===== src/rtl/pcie_crdt_pkg.sv =====
// Shared encodings for the PCIe UP credit tracker: TLP types, update-bit
// positions, tracker state and the saturating adder used by every counter.
package pcie_crdt_pkg;

    localparam logic [1:0] TLP_P    = 2'd0;
    localparam logic [1:0] TLP_NP   = 2'd1;
    localparam logic [1:0] TLP_CPL  = 2'd2;
    localparam logic [1:0] TLP_RSVD = 2'd3;

    localparam int UPD_PH   = 5;
    localparam int UPD_NPH  = 4;
    localparam int UPD_CPLH = 3;
    localparam int UPD_PD   = 2;
    localparam int UPD_NPD  = 1;
    localparam int UPD_CPLD = 0;

    typedef enum logic [0:0] {
        ST_INIT = 1'b0,
        ST_RUN  = 1'b1
    } crdt_state_e;

    // Callers zero-extend into 32 bits and pass their own all-ones ceiling.
    function automatic logic [31:0] sat_add(input logic [31:0] a,
                                            input logic [31:0] b,
                                            input logic [31:0] max);
        logic [32:0] sum;
        sum = {1'b0, a} + {1'b0, b};
        if (sum > {1'b0, max}) begin
            sat_add = max;
        end else begin
            sat_add = sum[31:0];
        end
    endfunction

endpackage


===== src/rtl/pcie_crdt_up_tracker_if.sv =====
// Request/credit bundle between the UP transmit path and the credit tracker.
// PCIE_CRDT_STALL_CNT_EN adds the CRDT_STALL_CNT observation counter.
interface pcie_crdt_up_tracker_if #(
    parameter int SEGMENTS = 2,
    parameter int H_CNT_W  = 2,
    parameter int D_CNT_W  = 4,
    parameter int REQ_D_W  = 8
);
    logic                          CRDT_INIT_DONE;
    logic [5:0]                    CRDT_UPDATE;
    logic [H_CNT_W-1:0]            CRDT_CNT_PH;
    logic [H_CNT_W-1:0]            CRDT_CNT_NPH;
    logic [H_CNT_W-1:0]            CRDT_CNT_CPLH;
    logic [D_CNT_W-1:0]            CRDT_CNT_PD;
    logic [D_CNT_W-1:0]            CRDT_CNT_NPD;
    logic [D_CNT_W-1:0]            CRDT_CNT_CPLD;
    logic [SEGMENTS-1:0]           REQ_VLD;
    logic [SEGMENTS*2-1:0]         REQ_TYPE;
    logic [SEGMENTS*REQ_D_W-1:0]   REQ_DCRDT;
    logic [SEGMENTS-1:0]           REQ_GRANT;
    logic                          CRDT_READY;
    logic [5:0]                    CRDT_INFINITE;
`ifdef PCIE_CRDT_STALL_CNT_EN
    logic [31:0]                   CRDT_STALL_CNT;
`endif

    modport master (
        output CRDT_INIT_DONE, CRDT_UPDATE,
        output CRDT_CNT_PH, CRDT_CNT_NPH, CRDT_CNT_CPLH,
        output CRDT_CNT_PD, CRDT_CNT_NPD, CRDT_CNT_CPLD,
        output REQ_VLD, REQ_TYPE, REQ_DCRDT,
        input  REQ_GRANT, CRDT_READY, CRDT_INFINITE
`ifdef PCIE_CRDT_STALL_CNT_EN
        , input CRDT_STALL_CNT
`endif
    );

    modport slave (
        input  CRDT_INIT_DONE, CRDT_UPDATE,
        input  CRDT_CNT_PH, CRDT_CNT_NPH, CRDT_CNT_CPLH,
        input  CRDT_CNT_PD, CRDT_CNT_NPD, CRDT_CNT_CPLD,
        input  REQ_VLD, REQ_TYPE, REQ_DCRDT,
        output REQ_GRANT, CRDT_READY, CRDT_INFINITE
`ifdef PCIE_CRDT_STALL_CNT_EN
        , output CRDT_STALL_CNT
`endif
    );

endinterface


===== src/rtl/pcie_crdt_counter.sv =====
// One link-partner credit counter: debit of granted credits, saturating
// credit return, and an infinite flag captured when initialisation completes.
module pcie_crdt_counter
    import pcie_crdt_pkg::*;
#(
    parameter int W     = 8,
    parameter int CNT_W = 2
) (
    input  logic             clk_i,
    input  logic             rst_i,
    input  logic             upd_vld_i,
    input  logic [CNT_W-1:0] upd_cnt_i,
    input  logic [W-1:0]     debit_i,
    input  logic             latch_inf_i,
    output logic [W-1:0]     cnt_o,
    output logic             inf_o
);

    localparam logic [W-1:0] CNT_MAX  = {W{1'b1}};
    localparam logic [W-1:0] CNT_ZERO = {W{1'b0}};

    logic [W-1:0] cnt_q, cnt_d, base_s;
    logic         inf_q, inf_d;

    // Debit first (never below zero since grants only use what is present), then credit return.
    always_comb begin
        if (inf_q) begin
            base_s = cnt_q;
        end else begin
            base_s = cnt_q - debit_i;
        end
        if (upd_vld_i) begin
            cnt_d = W'(sat_add(32'(base_s), 32'(upd_cnt_i), 32'(CNT_MAX)));
        end else begin
            cnt_d = base_s;
        end
        if (latch_inf_i) begin
            inf_d = (cnt_d == CNT_ZERO);
        end else begin
            inf_d = inf_q;
        end
    end

    // Counter and infinite-flag state.
    always_ff @(posedge clk_i) begin
        if (rst_i) begin
            cnt_q <= CNT_ZERO;
            inf_q <= 1'b0;
        end else begin
            cnt_q <= cnt_d;
            inf_q <= inf_d;
        end
    end

    assign cnt_o = cnt_q;
    assign inf_o = inf_q;

endmodule


===== src/rtl/pcie_crdt_up_tracker.sv =====
// Credit-gated UP (CC+RQ) transmit arbiter: grants an in-order prefix of TLP
// starts whose credits fit. Optional PCIE_CRDT_STALL_CNT_EN adds a stall counter.
module pcie_crdt_up_tracker
    import pcie_crdt_pkg::*;
#(
    parameter int SEGMENTS = 2,
    parameter int H_CNT_W  = 2,
    parameter int D_CNT_W  = 4,
    parameter int H_CRDT_W = 8,
    parameter int D_CRDT_W = 12,
    parameter int REQ_D_W  = 8
) (
    input  logic                  PCIE_CLK,
    input  logic                  PCIE_RESET,
    pcie_crdt_up_tracker_if.slave bus
);

    localparam int HW = H_CRDT_W + 3;
    localparam int DW = ((D_CRDT_W > REQ_D_W) ? D_CRDT_W : REQ_D_W) + 3;
    localparam logic [HW-1:0] H_ONE  = {{(HW-1){1'b0}}, 1'b1};
    localparam logic [HW-1:0] H_ZERO = {HW{1'b0}};
    localparam logic [DW-1:0] D_ZERO = {DW{1'b0}};

    crdt_state_e state_q, state_d;
    logic        run_s, latch_inf_s;

    // Index 0/1/2 follows the TLP type encoding P/NP/CPL.
    logic [2:0][H_CRDT_W-1:0] h_cnt_s, h_debit_s;
    logic [2:0][D_CRDT_W-1:0] d_cnt_s, d_debit_s;
    logic [2:0]               h_inf_s, d_inf_s;
    logic [SEGMENTS-1:0]      grant_s;

    // State register.
    always_ff @(posedge PCIE_CLK) begin
        if (PCIE_RESET) begin
            state_q <= ST_INIT;
        end else begin
            state_q <= state_d;
        end
    end

    // Next state: RUN is sticky until reset.
    always_comb begin
        state_d = state_q;
        case (state_q)
            ST_INIT: state_d = bus.CRDT_INIT_DONE ? ST_RUN : ST_INIT;
            ST_RUN:  state_d = ST_RUN;
            default: state_d = ST_INIT;
        endcase
    end

    // State-decoded controls.
    always_comb begin
        run_s       = 1'b0;
        latch_inf_s = 1'b0;
        case (state_q)
            ST_INIT: latch_inf_s = bus.CRDT_INIT_DONE;
            ST_RUN:  run_s = 1'b1;
            default: run_s = 1'b0;
        endcase
    end

    pcie_crdt_counter #(.W(H_CRDT_W), .CNT_W(H_CNT_W)) u_cnt_ph (
        .clk_i(PCIE_CLK), .rst_i(PCIE_RESET), .upd_vld_i(bus.CRDT_UPDATE[UPD_PH]),
        .upd_cnt_i(bus.CRDT_CNT_PH), .debit_i(h_debit_s[0]), .latch_inf_i(latch_inf_s),
        .cnt_o(h_cnt_s[0]), .inf_o(h_inf_s[0]));
    pcie_crdt_counter #(.W(H_CRDT_W), .CNT_W(H_CNT_W)) u_cnt_nph (
        .clk_i(PCIE_CLK), .rst_i(PCIE_RESET), .upd_vld_i(bus.CRDT_UPDATE[UPD_NPH]),
        .upd_cnt_i(bus.CRDT_CNT_NPH), .debit_i(h_debit_s[1]), .latch_inf_i(latch_inf_s),
        .cnt_o(h_cnt_s[1]), .inf_o(h_inf_s[1]));
    pcie_crdt_counter #(.W(H_CRDT_W), .CNT_W(H_CNT_W)) u_cnt_cplh (
        .clk_i(PCIE_CLK), .rst_i(PCIE_RESET), .upd_vld_i(bus.CRDT_UPDATE[UPD_CPLH]),
        .upd_cnt_i(bus.CRDT_CNT_CPLH), .debit_i(h_debit_s[2]), .latch_inf_i(latch_inf_s),
        .cnt_o(h_cnt_s[2]), .inf_o(h_inf_s[2]));
    pcie_crdt_counter #(.W(D_CRDT_W), .CNT_W(D_CNT_W)) u_cnt_pd (
        .clk_i(PCIE_CLK), .rst_i(PCIE_RESET), .upd_vld_i(bus.CRDT_UPDATE[UPD_PD]),
        .upd_cnt_i(bus.CRDT_CNT_PD), .debit_i(d_debit_s[0]), .latch_inf_i(latch_inf_s),
        .cnt_o(d_cnt_s[0]), .inf_o(d_inf_s[0]));
    pcie_crdt_counter #(.W(D_CRDT_W), .CNT_W(D_CNT_W)) u_cnt_npd (
        .clk_i(PCIE_CLK), .rst_i(PCIE_RESET), .upd_vld_i(bus.CRDT_UPDATE[UPD_NPD]),
        .upd_cnt_i(bus.CRDT_CNT_NPD), .debit_i(d_debit_s[1]), .latch_inf_i(latch_inf_s),
        .cnt_o(d_cnt_s[1]), .inf_o(d_inf_s[1]));
    pcie_crdt_counter #(.W(D_CRDT_W), .CNT_W(D_CNT_W)) u_cnt_cpld (
        .clk_i(PCIE_CLK), .rst_i(PCIE_RESET), .upd_vld_i(bus.CRDT_UPDATE[UPD_CPLD]),
        .upd_cnt_i(bus.CRDT_CNT_CPLD), .debit_i(d_debit_s[2]), .latch_inf_i(latch_inf_s),
        .cnt_o(d_cnt_s[2]), .inf_o(d_inf_s[2]));

    for (genvar s = 0; s < SEGMENTS; s++) begin : g_seg
        logic [2:0][HW-1:0]  cum_h_in_s, cum_h_out_s, try_h_s;
        logic [2:0][DW-1:0]  cum_d_in_s, cum_d_out_s, try_d_s;
        logic                ok_in_s, ok_out_s, fit_s;
        logic [1:0]          typ_s;
        logic [REQ_D_W-1:0]  dreq_s;

        if (s == 0) begin : g_first
            assign cum_h_in_s = {(3*HW){1'b0}};
            assign cum_d_in_s = {(3*DW){1'b0}};
            assign ok_in_s    = run_s;
        end else begin : g_next
            assign cum_h_in_s = g_seg[s-1].cum_h_out_s;
            assign cum_d_in_s = g_seg[s-1].cum_d_out_s;
            assign ok_in_s    = g_seg[s-1].ok_out_s;
        end

        assign typ_s  = bus.REQ_TYPE[2*s +: 2];
        assign dreq_s = bus.REQ_DCRDT[s*REQ_D_W +: REQ_D_W];

        // This segment's demand stacked on everything granted below it.
        always_comb begin
            fit_s = (typ_s != TLP_RSVD);
            for (int k = 0; k < 3; k++) begin
                try_h_s[k] = cum_h_in_s[k] + ((typ_s == 2'(k)) ? H_ONE : H_ZERO);
                try_d_s[k] = cum_d_in_s[k] + ((typ_s == 2'(k)) ? DW'(dreq_s) : D_ZERO);
                fit_s = fit_s & ((typ_s != 2'(k)) |
                                 ((h_inf_s[k] | (try_h_s[k] <= HW'(h_cnt_s[k]))) &
                                  (d_inf_s[k] | (try_d_s[k] <= DW'(d_cnt_s[k])))));
            end
        end

        assign grant_s[s]  = ok_in_s & bus.REQ_VLD[s] & fit_s;
        assign ok_out_s    = ok_in_s & (~bus.REQ_VLD[s] | grant_s[s]);
        assign cum_h_out_s = grant_s[s] ? try_h_s : cum_h_in_s;
        assign cum_d_out_s = grant_s[s] ? try_d_s : cum_d_in_s;
    end

    // Total granted consumption per type feeds the counter debit ports.
    always_comb begin
        for (int k = 0; k < 3; k++) begin
            h_debit_s[k] = H_CRDT_W'(g_seg[SEGMENTS-1].cum_h_out_s[k]);
            d_debit_s[k] = D_CRDT_W'(g_seg[SEGMENTS-1].cum_d_out_s[k]);
        end
    end

    assign bus.REQ_GRANT     = grant_s;
    assign bus.CRDT_READY    = (state_q == ST_RUN);
    assign bus.CRDT_INFINITE = {h_inf_s[0], h_inf_s[1], h_inf_s[2],
                                d_inf_s[0], d_inf_s[1], d_inf_s[2]};

`ifdef PCIE_CRDT_STALL_CNT_EN
    logic [31:0] stall_q, stall_d;

    // RUN cycles where some valid segment was held back.
    always_comb begin
        if (run_s && (|(bus.REQ_VLD & ~grant_s)) && (stall_q != 32'hFFFF_FFFF)) begin
            stall_d = stall_q + 32'd1;
        end else begin
            stall_d = stall_q;
        end
    end

    // Stall counter register.
    always_ff @(posedge PCIE_CLK) begin
        if (PCIE_RESET) begin
            stall_q <= 32'd0;
        end else begin
            stall_q <= stall_d;
        end
    end

    assign bus.CRDT_STALL_CNT = stall_q;
`endif

endmodule


===== src/flat_wrapper.sv =====
// flat-port wrapper written by rule: the top's interface ports become plain ports
module pcie_crdt_up_tracker_flat import pcie_crdt_pkg::*;
#(
    parameter int SEGMENTS = 2,
    parameter int H_CNT_W  = 2,
    parameter int D_CNT_W  = 4,
    parameter int H_CRDT_W = 8,
    parameter int D_CRDT_W = 12,
    parameter int REQ_D_W  = 8
)
  (PCIE_CLK, PCIE_RESET, bus_CRDT_INIT_DONE, bus_CRDT_UPDATE, bus_CRDT_CNT_PH, bus_CRDT_CNT_NPH, bus_CRDT_CNT_CPLH, bus_CRDT_CNT_PD, bus_CRDT_CNT_NPD, bus_CRDT_CNT_CPLD, bus_REQ_VLD, bus_REQ_TYPE, bus_REQ_DCRDT, bus_REQ_GRANT, bus_CRDT_READY, bus_CRDT_INFINITE);
  pcie_crdt_up_tracker_if #(.SEGMENTS(SEGMENTS), .H_CNT_W(H_CNT_W), .D_CNT_W(D_CNT_W), .REQ_D_W(REQ_D_W)) bus_i ();
  input  logic PCIE_CLK;
  input  logic PCIE_RESET;
  input wire logic [$bits(bus_i.CRDT_INIT_DONE)-1:0] bus_CRDT_INIT_DONE;
  input wire logic [$bits(bus_i.CRDT_UPDATE)-1:0] bus_CRDT_UPDATE;
  input wire logic [$bits(bus_i.CRDT_CNT_PH)-1:0] bus_CRDT_CNT_PH;
  input wire logic [$bits(bus_i.CRDT_CNT_NPH)-1:0] bus_CRDT_CNT_NPH;
  input wire logic [$bits(bus_i.CRDT_CNT_CPLH)-1:0] bus_CRDT_CNT_CPLH;
  input wire logic [$bits(bus_i.CRDT_CNT_PD)-1:0] bus_CRDT_CNT_PD;
  input wire logic [$bits(bus_i.CRDT_CNT_NPD)-1:0] bus_CRDT_CNT_NPD;
  input wire logic [$bits(bus_i.CRDT_CNT_CPLD)-1:0] bus_CRDT_CNT_CPLD;
  input wire logic [$bits(bus_i.REQ_VLD)-1:0] bus_REQ_VLD;
  input wire logic [$bits(bus_i.REQ_TYPE)-1:0] bus_REQ_TYPE;
  input wire logic [$bits(bus_i.REQ_DCRDT)-1:0] bus_REQ_DCRDT;
  output wire logic [$bits(bus_i.REQ_GRANT)-1:0] bus_REQ_GRANT;
  output wire logic [$bits(bus_i.CRDT_READY)-1:0] bus_CRDT_READY;
  output wire logic [$bits(bus_i.CRDT_INFINITE)-1:0] bus_CRDT_INFINITE;
  assign bus_i.CRDT_INIT_DONE = bus_CRDT_INIT_DONE;
  assign bus_i.CRDT_UPDATE = bus_CRDT_UPDATE;
  assign bus_i.CRDT_CNT_PH = bus_CRDT_CNT_PH;
  assign bus_i.CRDT_CNT_NPH = bus_CRDT_CNT_NPH;
  assign bus_i.CRDT_CNT_CPLH = bus_CRDT_CNT_CPLH;
  assign bus_i.CRDT_CNT_PD = bus_CRDT_CNT_PD;
  assign bus_i.CRDT_CNT_NPD = bus_CRDT_CNT_NPD;
  assign bus_i.CRDT_CNT_CPLD = bus_CRDT_CNT_CPLD;
  assign bus_i.REQ_VLD = bus_REQ_VLD;
  assign bus_i.REQ_TYPE = bus_REQ_TYPE;
  assign bus_i.REQ_DCRDT = bus_REQ_DCRDT;
  assign bus_REQ_GRANT = bus_i.REQ_GRANT;
  assign bus_CRDT_READY = bus_i.CRDT_READY;
  assign bus_CRDT_INFINITE = bus_i.CRDT_INFINITE;
  pcie_crdt_up_tracker #(.SEGMENTS(SEGMENTS), .H_CNT_W(H_CNT_W), .D_CNT_W(D_CNT_W), .H_CRDT_W(H_CRDT_W), .D_CRDT_W(D_CRDT_W), .REQ_D_W(REQ_D_W)) u_core (.PCIE_CLK(PCIE_CLK), .PCIE_RESET(PCIE_RESET), .bus(bus_i));
endmodule

===== config.mk =====
export PLATFORM = sky130hd
export DESIGN_NAME = pcie_crdt_up_tracker_flat
export DESIGN_NICKNAME = d
export VERILOG_FILES = /design/src/rtl/pcie_crdt_pkg.sv /design/src/rtl/pcie_crdt_up_tracker_if.sv /design/src/rtl/pcie_crdt_counter.sv /design/src/rtl/pcie_crdt_up_tracker.sv /design/src/flat_wrapper.sv
export SDC_FILE = /design/constraint.sdc
export NUM_CORES = 1
export LEC_CHECK = 0
export CAP_MARGIN = 20
export CELL_PAD_IN_SITES_DETAIL_PLACEMENT = 1
export CELL_PAD_IN_SITES_GLOBAL_PLACEMENT = 2
export CORE_MARGIN = 2
export CORE_UTILIZATION = 37
export DETAILED_ROUTE_END_ITERATION = 12
export PLACE_DENSITY = 0.95
export SETUP_SLACK_MARGIN = 0.1
export SLEW_MARGIN = 20
export SYNTH_ARGS = -nofsm -noshare
export SYNTH_HDL_FRONTEND = slang
export SYNTH_SLANG_ARGS = --single-unit

===== constraint.sdc =====
create_clock -name PCIE_CLK -period 11.89 [get_ports PCIE_CLK]
set_input_delay 1.7835 -clock PCIE_CLK [delete_from_list [all_inputs] [get_ports PCIE_CLK]]
set_output_delay 1.7835 -clock PCIE_CLK [all_outputs]
set_load 0.01 [all_outputs]

==> results by group <==
Run status
  • Status: complete, no violations

Critical path
  • Crit path launch type: input pin
  • Critical Path Most Common Cell: a21oi_1
  • Crit path DAT: between 10000 and 15000 ps
  • Crit. End Element: register
  • Worst EP required: between 10000 and 15000 ps
  • Slowest CP cell: or4_2
  • Crit-path max FO: 8
  • Critical path class: input pin to register
  • Worst path max stage delay: 600 ps

Synthesis
  • Most common flop cell mapped by yosys: dfxtp_1
  • Synth top area share: between 15 and 20%
  • Syn nets: 1519
  • Post-synthesis mux area share: under 10%
  • Register area share after synthesis: between 10% and 20%
  • EDFF count, synth: 0
  • Synth Area in Adders: around 20%
  • Compound-Gate Fraction of Synth Area: a little under a quarter
  • Synthesized cell area: 9916 sq um
  • Synth Area in XOR/XNOR: under 10%
  • Cells after Synth: 1317
  • Simple-gate share of the synthesized area: 26.38%
  • Unique cell type count in the Yosys netlist: 90
  • Top post-synthesis cells by area: ha_1 (17%), dfxtp_1 (14%), and2_1 (4.7%)
  • Synthesized area per cell: between 7 and 8 sq um
  • Asr flop ratio synth: 0%
  • Main combinational cell family by area after synthesis: simple AND/OR/NAND/NOR gates
  • Area leader, netlist: ha_1
  • YS warnings: 0
  • Flops & latches, synth: 67

GRT
  • Global-route wire length before repair: approximately 52000 um
  • Number of global-route vias before repair: about 10000
  • GRT Residual Overflow: 0
  • Initial antenna violation count: 2
  • Largest net degree at the start of global routing: between 50 and 60
  • Gr usage total: a little under a quarter

Detailed routing
  • Wire per inst: roughly 19 um
  • Via count: between 9000 and 10000
  • Via/cell ratio: approximately 5.8
  • DRT iter0 DRCs: around 450
  • Remaining antenna violation count: 0
  • Routed WL: 31970 um
  • Post-route DRC: 0
  • TritonRoute pass-1 iters: 6

Finish
  • Area delta synth->final: 15.18%
  • Commonest non-fill, non-tap cell in the layout: ha_1
  • Share of post-route cells with drive strength above 1: about 8%
  • Final nets: between 1500 and 2000
  • Most frequent cells in the layout: ha_1 (138), inv_1 (109), nor2_1 (97)
  • Finished Core Util: between 40% and 50%

Clocking
  • Num CTS Buffers: 9
  • # hold bufs at CTS: 0
  • CTS tree: yes
  • Maximum buffer depth of the clock tree: 2
  • Clock root buffer: clkbuf_16
  • Worst-skew pair later-pin latency: between 300 and 400 ps
  • H-Tree Depth: 3
  • CTS clock-pin slew for the worst setup and hold paths: roughly 70 ps
  • Clock Sink Count: between 60 and 70

Power and ir drop
  • Worst vdd ir: ~0.064 mV
  • Leak: roughly 4.9 nW
  • Pwr/cell area: roughly 180 nW/um^2

STA
  • Final worst setup slack: between 500 and 600 ps
  • Fmax: between 80 and 90 MHz
  • Final Skew: 12.10 ps
  • WHS: between 600 and 700 ps
  • Slew @ Worst Pin: 977.9 ps
  • Final setup violation count: 0
  • Slew HR: 34.57%
  • RSZ-0062 raised after global routing: true
  • Final Cycle Share: 95.66%
  • Final worst path period need: between 10000 and 15000 ps
  • Slew Limit Fails: 0
  • Final Hold Fails: 0

Floorplan
  • Starting Density: between 30% and 40%
  • Die Area: about 28000 sq um
  • Rows: between 50 and 60
  • Core area: 26210 sq um
  • Top-level I/O count: 58
  • Chip width: around 170 um
  • Vert. Die Dim: about 170 um

Placement
  • DP HPWL: 25840 um
  • DP Worst Slack: -3.290 ps
  • Port Buffers: 57
  • GP Congestion: about 0.90

Worst hold path
  • Hold crit path type: register to register

Run
  • MaxCap Viol Count: 0
-- final cells by class --
| class | count | area (sq um) |
|---|---|---|
| Inverter | 110 | 412.9 |
| Tap cell | 335 | 419.2 |
| Antenna cell | 1 | 2.502 |
| Timing Repair Buffer | 102 | 903.4 |
| Fill cell | 3227 | 14790 |
| Multi-Input combinational cell | 1093 | 8016 |
| Sequential cell | 67 | 1341 |
| Clock inverter | 7 | 100.1 |
| Clock buffer | 9 | 225.2 |
-- flip-flops by register name, summed over array words and instances (netlist names) --
| signal | flops |
|---|---|
| u_core.u_cnt_cpld.cnt_o | 12 |
| u_core.u_cnt_npd.cnt_o | 12 |
| u_core.u_cnt_pd.cnt_o | 12 |
| u_core.u_cnt_cplh.cnt_o | 8 |
| u_core.u_cnt_nph.cnt_o | 8 |
| u_core.u_cnt_ph.cnt_o | 8 |
| u_core.bus.CRDT_READY | 1 |
| u_core.u_cnt_cpld.inf_o | 1 |
| u_core.u_cnt_cplh.inf_o | 1 |
| u_core.u_cnt_npd.inf_o | 1 |
| u_core.u_cnt_nph.inf_o | 1 |
| u_core.u_cnt_pd.inf_o | 1 |
| u_core.u_cnt_ph.inf_o | 1 |
-- path summary, 6_finish.rpt --
| kind | startpoint | end | slack (ps) | depth (start not counted) |
|---|---|---|---|---|
| hold reg to reg | u_core.u_cnt_cplh.inf_o$_SDFFE_PP0P_ | u_core.u_cnt_cplh.inf_o$_SDFFE_PP0P_ | 620 | 2 |
| setup reg to reg | u_core.u_cnt_npd.inf_o$_SDFFE_PP0P_ | u_core.u_cnt_npd.inf_o$_SDFFE_PP0P_ | 2180 | 42 |
| hold / removal | u_core.u_cnt_cplh.inf_o$_SDFFE_PP0P_ | u_core.u_cnt_cplh.inf_o$_SDFFE_PP0P_ | 620 | 2 |
| setup / recovery | bus_REQ_TYPE[1] | u_core.u_cnt_npd.inf_o$_SDFFE_PP0P_ | 520 | 45 |
-- cell families (layout without fill, tap and decap cells) --
kind of cell,after synthesis,after routing
DFF,67,67
and+or+nand+nor,489,489
AOI/OAI and AO/OA,350,350
xor gates and xnor gates,62,62
adders and majority gates,153,153
muxes,39,39
buffers and inverters,157,228
other,0,1
-- repair_timing --
item / in CTS / in global routing
endpoints found under the setup margin: 0 / 26
setup buffers: 0 / 2
gates resized for setup: 0 / 17
-- per-layer routing --
metal	GRT usage [%]	part of all wire [%]
met1	28.93	45
met2	40.01	48
met3	3.805	4.2
met4	7.335	2.6
met5	0	0
-- critical path, delay by kind of cell --
kind | cells | cell delay (ps)
fa+ha+maj | 6 | 1720
simple gates | 11 | 2310
compound gates | 22 | 4210
mux | 2 | 670
xor+xnor | 1 | 160
buf+inv | 3 | 800
-- stage by stage --
step	TNS (ps)	instance area [sq um]	cells	power, mW
after floorplan	0	9916	1317	1.320
after global placement	0	11010	1705	1.645
after detailed placement	-3.290	11010	1705	1.692
after CTS	0	11330	1721	2.021
after global routing	-57.78	11420	1723	2.222
final	0	11420	1724	2.033
-- cells in the mapped netlist, types with 7 or more instances --
| cell type | count |
|---|---|
| or2_2 | 8 |
| buf_4 | 7 |
| and2_1 | 74 |
| mux2i_1 | 27 |
| a21oi_1 | 91 |
| nor2_1 | 97 |
| nand4_1 | 18 |
| ha_1 | 138 |
| a31oi_1 | 8 |
| o211ai_1 | 12 |
| nand2_1 | 85 |
| xnor2_1 | 35 |
| a22oi_1 | 11 |
| nand3_1 | 16 |
| nand2b_1 | 19 |
| fa_1 | 15 |
| xor2_1 | 27 |
| o31ai_1 | 9 |
| mux2_2 | 12 |
| nor4_1 | 20 |
| a21o_1 | 25 |
| dfxtp_1 | 67 |
| or4_1 | 10 |
| nor3_1 | 56 |
| a211oi_1 | 22 |
| clkbuf_1 | 29 |
| o21bai_1 | 11 |
| inv_1 | 109 |
| o31a_1 | 7 |
| or3_1 | 13 |
| nor3b_1 | 7 |
| o21a_1 | 24 |
| o21ai_0 | 63 |
| nor2b_1 | 34 |
-- report_power, final --
part           internal [mW]  switching (mW)  total (mW)  leakage (nW)
Clock                  0.185           0.125       0.311         0.149
Sequential             0.279          0.0613       0.341         0.553
Combinational          0.573           0.809        1.38          4.15
Note: power is estimated with default switching activity, not from simulation.
